## config.mk

```make
export PLATFORM = sky130hd
export DESIGN_NAME = fitness_best_tracker
export DESIGN_NICKNAME = d
export VERILOG_FILES = /design/src/rtl/ec_pkg.sv /design/src/rtl/fitness_rf.sv /design/src/rtl/fitness_best_tracker.sv
export SDC_FILE = /design/constraint.sdc
export NUM_CORES = 1
export LEC_CHECK = 0
export BUFFER_PORTS_ARGS = -buffer_cell sky130_fd_sc_hd__buf_2
export CAP_MARGIN = 20
export CORE_MARGIN = 2
export CORE_UTILIZATION = 35
export DETAILED_ROUTE_END_ITERATION = 10
export HOLD_SLACK_MARGIN = 0.06
export PLACE_DENSITY = 0.56
export SLEW_MARGIN = 10
export SYNTH_ARGS = -nofsm -noshare
export SYNTH_HDL_FRONTEND = slang
export SYNTH_HIERARCHICAL = 1
export SYNTH_SLANG_ARGS = --single-unit
```

## constraint.sdc

```tcl
create_clock -name clk_i -period 5.05 [get_ports clk_i]
set_clock_uncertainty 0.05 [all_clocks]
set_input_delay 1.01 -clock clk_i [delete_from_list [all_inputs] [get_ports clk_i]]
set_output_delay 1.01 -clock clk_i [all_outputs]
set_load 0.005 [all_outputs]
```

## src/rtl/ec_pkg.sv

```systemverilog
// Shared widths and FSM encoding for the fitness capture / best-tracking stage.
package ec_pkg;
  localparam int SELF_FIT_LENGTH   = 10;
  localparam int INDIVIDUAL_LENGTH = 22;
  localparam int IDX_WIDTH         = 8;

  typedef enum logic [1:0] {
    IDLE    = 2'd0,
    COLLECT = 2'd1,
    REPORT  = 2'd2
  } state_t;
endpackage

```

## src/rtl/fitness_rf.sv

```systemverilog
// Fitness register file: one write port, one registered read port that
// returns zero for out-of-range slots and the pre-write value on a collision.
module fitness_rf
  import ec_pkg::*;
#(
  parameter int POP_SIZE = 50,
  localparam int AW = $clog2(POP_SIZE)
) (
  input  logic                       clk_i,
  input  logic                       rst_n,
  input  logic                       wr_en,
  input  logic [AW-1:0]              wr_idx,
  input  logic [SELF_FIT_LENGTH-1:0] wr_data,
  input  logic                       rd_en,
  input  logic [IDX_WIDTH-1:0]       rd_idx,
  output logic [SELF_FIT_LENGTH-1:0] rd_data,
  output logic                       rd_valid
);

  logic [SELF_FIT_LENGTH-1:0] mem [POP_SIZE];
  logic                       rd_in_range;

  assign rd_in_range = rd_idx < IDX_WIDTH'(POP_SIZE);

  always_ff @(posedge clk_i or negedge rst_n) begin
    if (!rst_n) begin
      for (int i = 0; i < POP_SIZE; i++) mem[i] <= '0;
      rd_data  <= '0;
      rd_valid <= 1'b0;
    end else begin
      if (wr_en) mem[wr_idx] <= wr_data;
      rd_valid <= rd_en;
      rd_data  <= rd_in_range ? mem[rd_idx[AW-1:0]] : '0;
    end
  end

endmodule

```

## src/rtl/fitness_best_tracker.sv

```systemverilog
// Captures scored individuals, tracks the generation's minimum-energy entry
// and pulses gen_done once POP_SIZE entries have been accepted.
module fitness_best_tracker
  import ec_pkg::*;
#(
  parameter int POP_SIZE  = 50,
  parameter int GEN_WIDTH = 8
) (
  input  logic                         clk_i,
  input  logic                         rst_n,
  input  logic                         in_valid_i,
  input  logic [SELF_FIT_LENGTH-1:0]   total_energy_i,
  input  logic [INDIVIDUAL_LENGTH-1:0] individual_vec_i,
  input  logic [IDX_WIDTH-1:0]         ind_idx_i,
  input  logic                         rd_en_i,
  input  logic [IDX_WIDTH-1:0]         rd_idx_i,
  output logic [SELF_FIT_LENGTH-1:0]   rd_fitness_ff_o,
  output logic                         rd_valid_ff_o,
  output logic [SELF_FIT_LENGTH-1:0]   best_energy_ff_o,
  output logic [INDIVIDUAL_LENGTH-1:0] best_vec_ff_o,
  output logic [IDX_WIDTH-1:0]         best_idx_ff_o,
  output logic                         gen_done_ff_o,
  output logic [GEN_WIDTH-1:0]         gen_cnt_ff_o,
  output logic                         idx_err_ff_o
);

  localparam int AW = $clog2(POP_SIZE);

  state_t               state, state_nxt;
  logic [IDX_WIDTH-1:0] wr_cnt;
  logic                 accept, first, last, take_best;

  assign accept = in_valid_i && (ind_idx_i < IDX_WIDTH'(POP_SIZE));

  always_ff @(posedge clk_i or negedge rst_n) begin
    if (!rst_n) state <= IDLE;
    else        state <= state_nxt;
  end

  // REPORT doubles as a start state so back-to-back generations lose no cycle.
  always_comb begin
    state_nxt = state;
    first     = 1'b0;
    last      = 1'b0;
    case (state)
      IDLE: begin
        if (accept) begin
          first     = 1'b1;
          state_nxt = COLLECT;
        end
      end
      COLLECT: begin
        if (accept && (wr_cnt + IDX_WIDTH'(1) == IDX_WIDTH'(POP_SIZE))) begin
          last      = 1'b1;
          state_nxt = REPORT;
        end
      end
      REPORT: begin
        if (accept) begin
          first     = 1'b1;
          state_nxt = COLLECT;
        end else begin
          state_nxt = IDLE;
        end
      end
      default: state_nxt = IDLE;
    endcase
    take_best = first ||
                (accept && (state == COLLECT) && (total_energy_i < best_energy_ff_o));
  end

  always_ff @(posedge clk_i or negedge rst_n) begin
    if (!rst_n) begin
      wr_cnt           <= '0;
      best_energy_ff_o <= '1;
      best_vec_ff_o    <= '0;
      best_idx_ff_o    <= '0;
      gen_done_ff_o    <= 1'b0;
      gen_cnt_ff_o     <= '0;
      idx_err_ff_o     <= 1'b0;
    end else begin
      if (first)                             wr_cnt <= IDX_WIDTH'(1);
      else if (accept && (state == COLLECT)) wr_cnt <= wr_cnt + IDX_WIDTH'(1);
      if (take_best) begin
        best_energy_ff_o <= total_energy_i;
        best_vec_ff_o    <= individual_vec_i;
        best_idx_ff_o    <= ind_idx_i;
      end
      gen_done_ff_o <= last;
      if (last) gen_cnt_ff_o <= gen_cnt_ff_o + GEN_WIDTH'(1);
      if (in_valid_i && !accept) idx_err_ff_o <= 1'b1;
    end
  end

  fitness_rf #(.POP_SIZE(POP_SIZE)) u_rf (
    .clk_i    (clk_i),
    .rst_n    (rst_n),
    .wr_en    (accept),
    .wr_idx   (ind_idx_i[AW-1:0]),
    .wr_data  (total_energy_i),
    .rd_en    (rd_en_i),
    .rd_idx   (rd_idx_i),
    .rd_data  (rd_fitness_ff_o),
    .rd_valid (rd_valid_ff_o)
  );

endmodule
```

-- Word-level counts from Yosys, hierarchy flattened
Cells that the tools add are included.
- logic and storage cells: 104
- input bits: 52
- output and inout port bits: 61
- register bits: 571
- order comparisons: 6
- equality and inequality tests: 5
- add/subtract/negate cells: 2
- bitwise logic cells: 2
- reductions and logical operators: 12
- multiplexer cells: 17
- operator list (cell ; number):
    $bwmux W500 ; 1
    $bmux W10 S6 ; 1
    $demux W10 S6 ; 1
    $mux W10 ; 4
    $add A8 B1 Y8 const B ; 2
    $lt A8 B6 Y1 const B ; 2
    $mux W8 ; 2
    $ge A7 B7 Y1 const B ; 2
    $not A6 Y7 ; 2
    $lt A10 B10 Y1 ; 1
    $eq A8 B6 Y1 const B ; 1
    $lt A7 B1 Y1 const B ; 1
    $logic_and A1 B1 Y1 ; 6
    $pmux W2 S3 ; 1
    $mux W1 ; 5
    $mux W2 ; 2
    $ne A2 B2 Y1 const B ; 2
    $eq A2 B1 Y1 const B ; 1
    $eq A2 B2 Y1 const B ; 1
    $logic_not A2 Y1 ; 1
    $reduce_and A2 Y1 ; 1
    $reduce_bool A2 Y1 ; 1
    $reduce_or A2 Y1 ; 1
    $logic_not A1 Y1 ; 1
    $logic_or A1 B1 Y1 ; 1

-- Longest topological paths before layout
- word-level depth: 6
- gate-level depth with buffers: 10
- depth with buffers taken out: 7

-- Hierarchy
The synthesis kept the hierarchy.
- by module, submodules not included (module ; instances ; cells an instance ; sequential area each (µm²) ; area each (µm²)):
    fitness_rf ; 1 ; 1558 ; 12787.3 ; 23597.6
    fitness_best_tracker ; 1 ; 229 ; 1514.0 ; 3020.4

-- Worst setup path after synthesis
Ideal clock, no wire load.
- path kind: input to register
- start point: in ind_idx_i[2]
- end point: reg u_rf/mem[430] in the netlist's numbering
- slack: 1.786 ns
- data arrival time: 3.089 ns
- setup time: 0.125 ns
- buffers on the path: 2
- required time: 4.875 ns
- stages on the path: 9
- cells stage by stage: o311ai_2 -> nand3_2 -> inv_1 -> buf_2 -> nor4b_1 -> nand2b_1 -> clkbuf_1 -> nor2_2 -> mux2_2
- elaborated cells on any way between the ends: 9
- classes of those cells: 3 x order compare; 3 x mux; 1 x bitwise; 2 x reduce/logical
- RTL lines (what ; RTL line ; RTL):
    from (decl) ; fitness_best_tracker.sv:14 ; input logic [IDX_WIDTH-1:0] ind_idx_i,
    $lt A8 B6 Y1 ; fitness_best_tracker.sv:33 ; assign accept = in_valid_i && (ind_idx_i < IDX_WIDTH'(POP_SIZE));
    $logic_and A1 B1 Y1 ; fitness_best_tracker.sv:33 ;
    via accept ; fitness_best_tracker.sv:31 ; logic accept, first, last, take_best;
    to (signal, indexed assignment) ; fitness_rf.sv:31 ; if (wr_en) mem[wr_idx] <= wr_data;
    to (decl) ; fitness_rf.sv:20 ; logic [SELF_FIT_LENGTH-1:0] mem [POP_SIZE];
The timed path passes the listed nets, and every way through them passes these cells.
A chain may end at the register's enable or synchronous reset.

-- Worst setup path in the final report
- start point: in ind_idx_i[2]
- end point: reg u_rf/mem[450] in the netlist's numbering
Same word-level chain as after synthesis.

==> results by stage <==
Outcome:
- The flow ran to the end, and the final reports show no timing, DRC or antenna violations.

Yosys:
- Yosys printed 6 warnings.
- The number of cells produced by synthesis is 1787.
- Among all flip-flop cells after synthesis, the most frequent one is dfrtp_1.
- The number of nets in the synthesized netlist is 1851.
- The netlist uses 75 different library cells.
- Of all flip-flops after synthesis, the portion carrying an async set or reset was 1.00.
- After synthesis the netlist holds a flip-flop and latch count of 571.
- In this run, synthesis inferred 0 flip-flops with an integrated enable.
- The average footprint of a synthesized cell is 14.9 um2.
- The combined area of all synthesized cells is 26600 um2.
- The sequential cell area fraction in the yosys report is 0.537.

Setup path:
- The critical path data required time is 5.47 ns.
- The number of cells traversed by the worst register-to-register path is 7.
- Traced cell by cell, the critical path runs through buf_2 -> o311ai_2 -> nand3_2 -> buf_4 -> inv_1 -> nor4b_1 -> nand2b_1 -> nor2_2 -> mux2_2.
- The worst setup path is launched from an input port.
- The maximum fanout along the worst path is 16.
- The kind of end point of the critical path is a flip-flop.
- The critical-path cell with the highest stage delay is o311ai_2.
- For this run, the slowest stage of the critical path takes 0.58 ns.
- The critical path data arrival time is 4.14 ns.
- Counting buffers and inverters, the worst setup path is 9 cells deep.
- The critical path start-end classification is input port to flip-flop.
- The number of buffer and inverter stages on the critical path is 3.
- Among cell families on the critical path, the largest total delay comes from simple AND/OR/NAND/NOR gates.

CTS:
- The number of buffers added by the clock tree synthesis step is 68.
- Counting along the longest clock path gives a buffer depth of 3.
- The number of setup buffers added after CTS is 0.
- The clock net in this run drives a total of 571 sinks.
- Clock tree synthesis selected as its root buffer the cell clkbuf_16.
- The clock latency reported for the late side of the worst-skew pair is roughly 0.6 ns.
- Clock-pin slew was measured on the worst setup and hold paths at 0.06 ns.
- The number of buffers inserted by hold repair at cts is 0.
- The count of cells resized by post-cts repair is 0.
- TritonCTS built the clock tree.
- The number of levels the H-tree was split into is 3.

Power and ir drop:
- Of the total power, the clock network draws 0.435.
- For this design the static power due to leakage is 0.0148 uW.
- The net switching power figure is 2770 uW.
- The maximum VDD drop is between 0.2 and 0.25 mV.
- The fraction of power consumed by sequential logic is 0.445.
- The logic gate share of total power is 0.119.
- Of the total power, the share spent switching nets is 0.240.
- For this design the ratio of total power to cell area is ~380 nW/um2.
- The total internal power is between 8000 and 9000 uW.

Route:
- The met2 wire length is 34500 um.
- The detailed-route vias per instance is 5.35.
- In this run, the number of DRC markers left after iteration 0 of detailed routing was 1071.
- The final route contains 15700 vias.
- After detailed routing, the wire length on met1 is 31900 um.
- The number of search-and-repair iterations in the first detailed-routing pass is 5.
- In this run the remaining antenna-violating nets after routing total 0.
- The routed length per instance is 23.9 um.
- Detailed routing placed a total of 2260 um of wire on met3.
- The final wirelength is 69900 um.
- The highest metal layer carrying signal wires in the routed design is met4.
- For this run, design rule violations remaining after detail routing come to 0.

Cells and area:
- The multi-input combinational cells in the finished layout cover a total of ~12000 um2.
- Counting the fill cells in the layout gives 6920.
- From synthesis to final layout, the design area changed by 15.0%.
- After the last flow step, the layout net total stands at 1969.
- The share of post-route cells with drive strength above 1 is 0.500.
- The sequential cells in the finished layout cover a total of approximately 14000 um2.

Global routing:
- The first global-routing pass estimated 108000 um of wire.
- The number of global-route vias before repair is about 17000.
- In the global route stage, overall resource usage came out at 0.182.
- The total congestion overflow after global routing is 0.
- The initial antenna violation count is 3.
- Entering global routing, the biggest net connects approximately 100 pins.

Floorplan:
- The initial utilization of the core area, before any placement, comes to 0.352.
- For this design the top-level I/O count stands at 113.
- The floorplan step set the die height to 280 um.
- The die boundary width is 280 um.
- The row count is 101.
- In this run the standard cell core region covers ~76000 um2.
- The die footprint is 78300 um2.

Timing:
- The headroom to the max-slew limit is 0.268.
- The hold violation total from the final report is 0.
- Setup repair after global routing left no endpoint under its margin.
- The highest clock rate is 268 MHz.
- The number of max-slew violations in the final report is 0.
- Across all setup checks in the final design, the least slack found is approximately 1.3 ns.
- The final cycle utilization of the critical path is 0.738.
- The count of final setup violators is 0.
- After layout, the minimum clock period comes to 3.72 ns.
- The pin slew with the least headroom to its limit is around 1.1 ns.
- Summed over all failing endpoints, the final setup total negative slack is 0 ns.

Worst hold path:
- The type of the worst min-delay path is input port to asynchronous set/reset pin.

Placed design:
- Routability-driven placement finished with a final weighted congestion of 0.804.
- The HPWL after detailed placement is 45100 um.
- The worst-case setup slack after placement is 0.742 ns.
- The number of port buffers is 112.

Job:
- The number of max-capacitance violations reported is 0.
## routing by layer
metal | track usage | vias up
li1 | - | 6879
met1 | 0.248 | 8474
met2 | 0.306 | 237
met3 | 0.0222 | 82
met4 | 0.0498 | 0
met5 | 0 | -
## cells in the mapped netlist (10+ instances only)
cell | instances | share of area
mux4_2 | 81 | 0.069
nor2_1 | 24 | 0.0034
clkbuf_1 | 78 | 0.011
ha_1 | 12 | 0.0056
nor2_2 | 12 | 0.0028
nor2b_1 | 10 | 0.0024
mux2i_1 | 89 | 0.033
buf_2 | 21 | 0.0039
dfrtp_1 | 561 | 0.53
a21oi_1 | 28 | 0.0053
mux2_4 | 38 | 0.021
o21ai_0 | 17 | 0.0032
buf_6 | 17 | 0.0072
nand2_1 | 44 | 0.0062
dfstp_2 | 10 | 0.0099
nor2_4 | 11 | 0.0047
o22ai_1 | 15 | 0.0035
inv_1 | 17 | 0.0024
a221oi_1 | 11 | 0.0036
mux2_2 | 522 | 0.22
## metrics by stage
step | hold WS [ns] | util | total power, uW | cells | cell area (um2)
CTS | 0.401 | 0.405 | 11700 | 2930 | 30600
finish | 0.371 | 0.405 | 11500 | 2931 | 30600
floorplan | 0.401 | - | 6020 | 1787 | 26600
detailed placement | 0.408 | 0.375 | 6600 | 2813 | 28300
global route | 0.452 | 0.405 | 12000 | 2930 | 30600
global placement | 0.408 | 0.375 | 6540 | 2813 | 28300
## sequential cells by signal, summed over array words and instances, names as in the netlist
name              flops
best_vec_ff_o        22
gen_cnt_ff_o          8
wr_cnt                8
best_idx_ff_o         8
u_rf/rd_valid         1
gen_done_ff_o         1
u_rf/mem            500
idx_err_ff_o          1
best_energy_ff_o     10
state                 2
u_rf/rd_data         10
## power groups by stage
| stage | clock network [uW] | registers, uW | logic (uW) |
|---|---|---|---|
| CTS | 5150 | 5130 | 1400 |
| floorplan | 0 | 5170 | 849 |
| global route | 5350 | 5170 | 1490 |
| detailed placement | 0 | 5210 | 1390 |
| global placement | 0 | 5180 | 1360 |
| finish | 5020 | 5130 | 1370 |
## kinds of logic after synthesis
family | Yosys count | share of synthesized area
mux | 735 | 0.346
flops | 571 | 0.537
simple gates | 178 | 0.0405
buf+inv | 145 | 0.0289
compound gates | 139 | 0.0391
fa+ha+maj | 12 | 0.00564
xor+xnor | 7 | 0.00230
## cell type report
cell class | instances | share of cell area
Sequential cell | 571 | 0.467
Multi-Input combinational cell | 1071 | 0.377
Clock buffer | 101 | 0.0653
Tap cell | 978 | 0.0400
Timing Repair Buffer | 176 | 0.0384
Clock inverter | 16 | 0.00940
Inverter | 17 | 0.00209
Antenna cell | 1 | 0.0000818
## worst paths after layout
| check | from | endpoint | slack, ns |
|---|---|---|---|
| setup / recovery | ind_idx_i[2] | u_rf/mem[450]$_DFFE_PN0P_ | 1.33 |
| hold / removal | rst_n | u_rf/rd_valid$_DFF_PN0_ | 0.37 |
| setup reg to reg | best_energy_ff_o[5]$_DFFE_PN1P_ | best_vec_ff_o[8]$_DFFE_PN0P_ | 1.97 |
| hold reg to reg | gen_cnt_ff_o[7]$_DFFE_PN0P_ | gen_cnt_ff_o[7]$_DFFE_PN0P_ | 0.42 |
| max in group asynchronous | rst_n | u_rf/mem[90]$_DFFE_PN0P_ | 3.44 |
| min in group clk_i | gen_cnt_ff_o[7]$_DFFE_PN0P_ | gen_cnt_ff_o[7]$_DFFE_PN0P_ | 0.42 |
## cells in the final DEF (no fill, tap or decap), types with 7 or more instances in the layout
cell	n
clkbuf_16	69
dfstp_2	10
mux2i_1	89
nand2b_1	9
nor2_1	24
a211oi_1	7
buf_4	56
nand2_1	44
ha_1	12
inv_1	17
mux4_2	81
o22ai_1	15
nand3_1	9
nor2_4	11
a21oi_1	28
and2_1	7
a221oi_1	11
o21ai_0	17
clkbuf_8	15
buf_12	9
dfrtp_1	561
nor2b_1	10
mux2_2	522
buf_2	109
nor2_2	12
clkbuf_1	17
mux2_4	38
xor2_1	7
bufinv_16	8
Note: power is estimated with default switching activity, not from simulation.
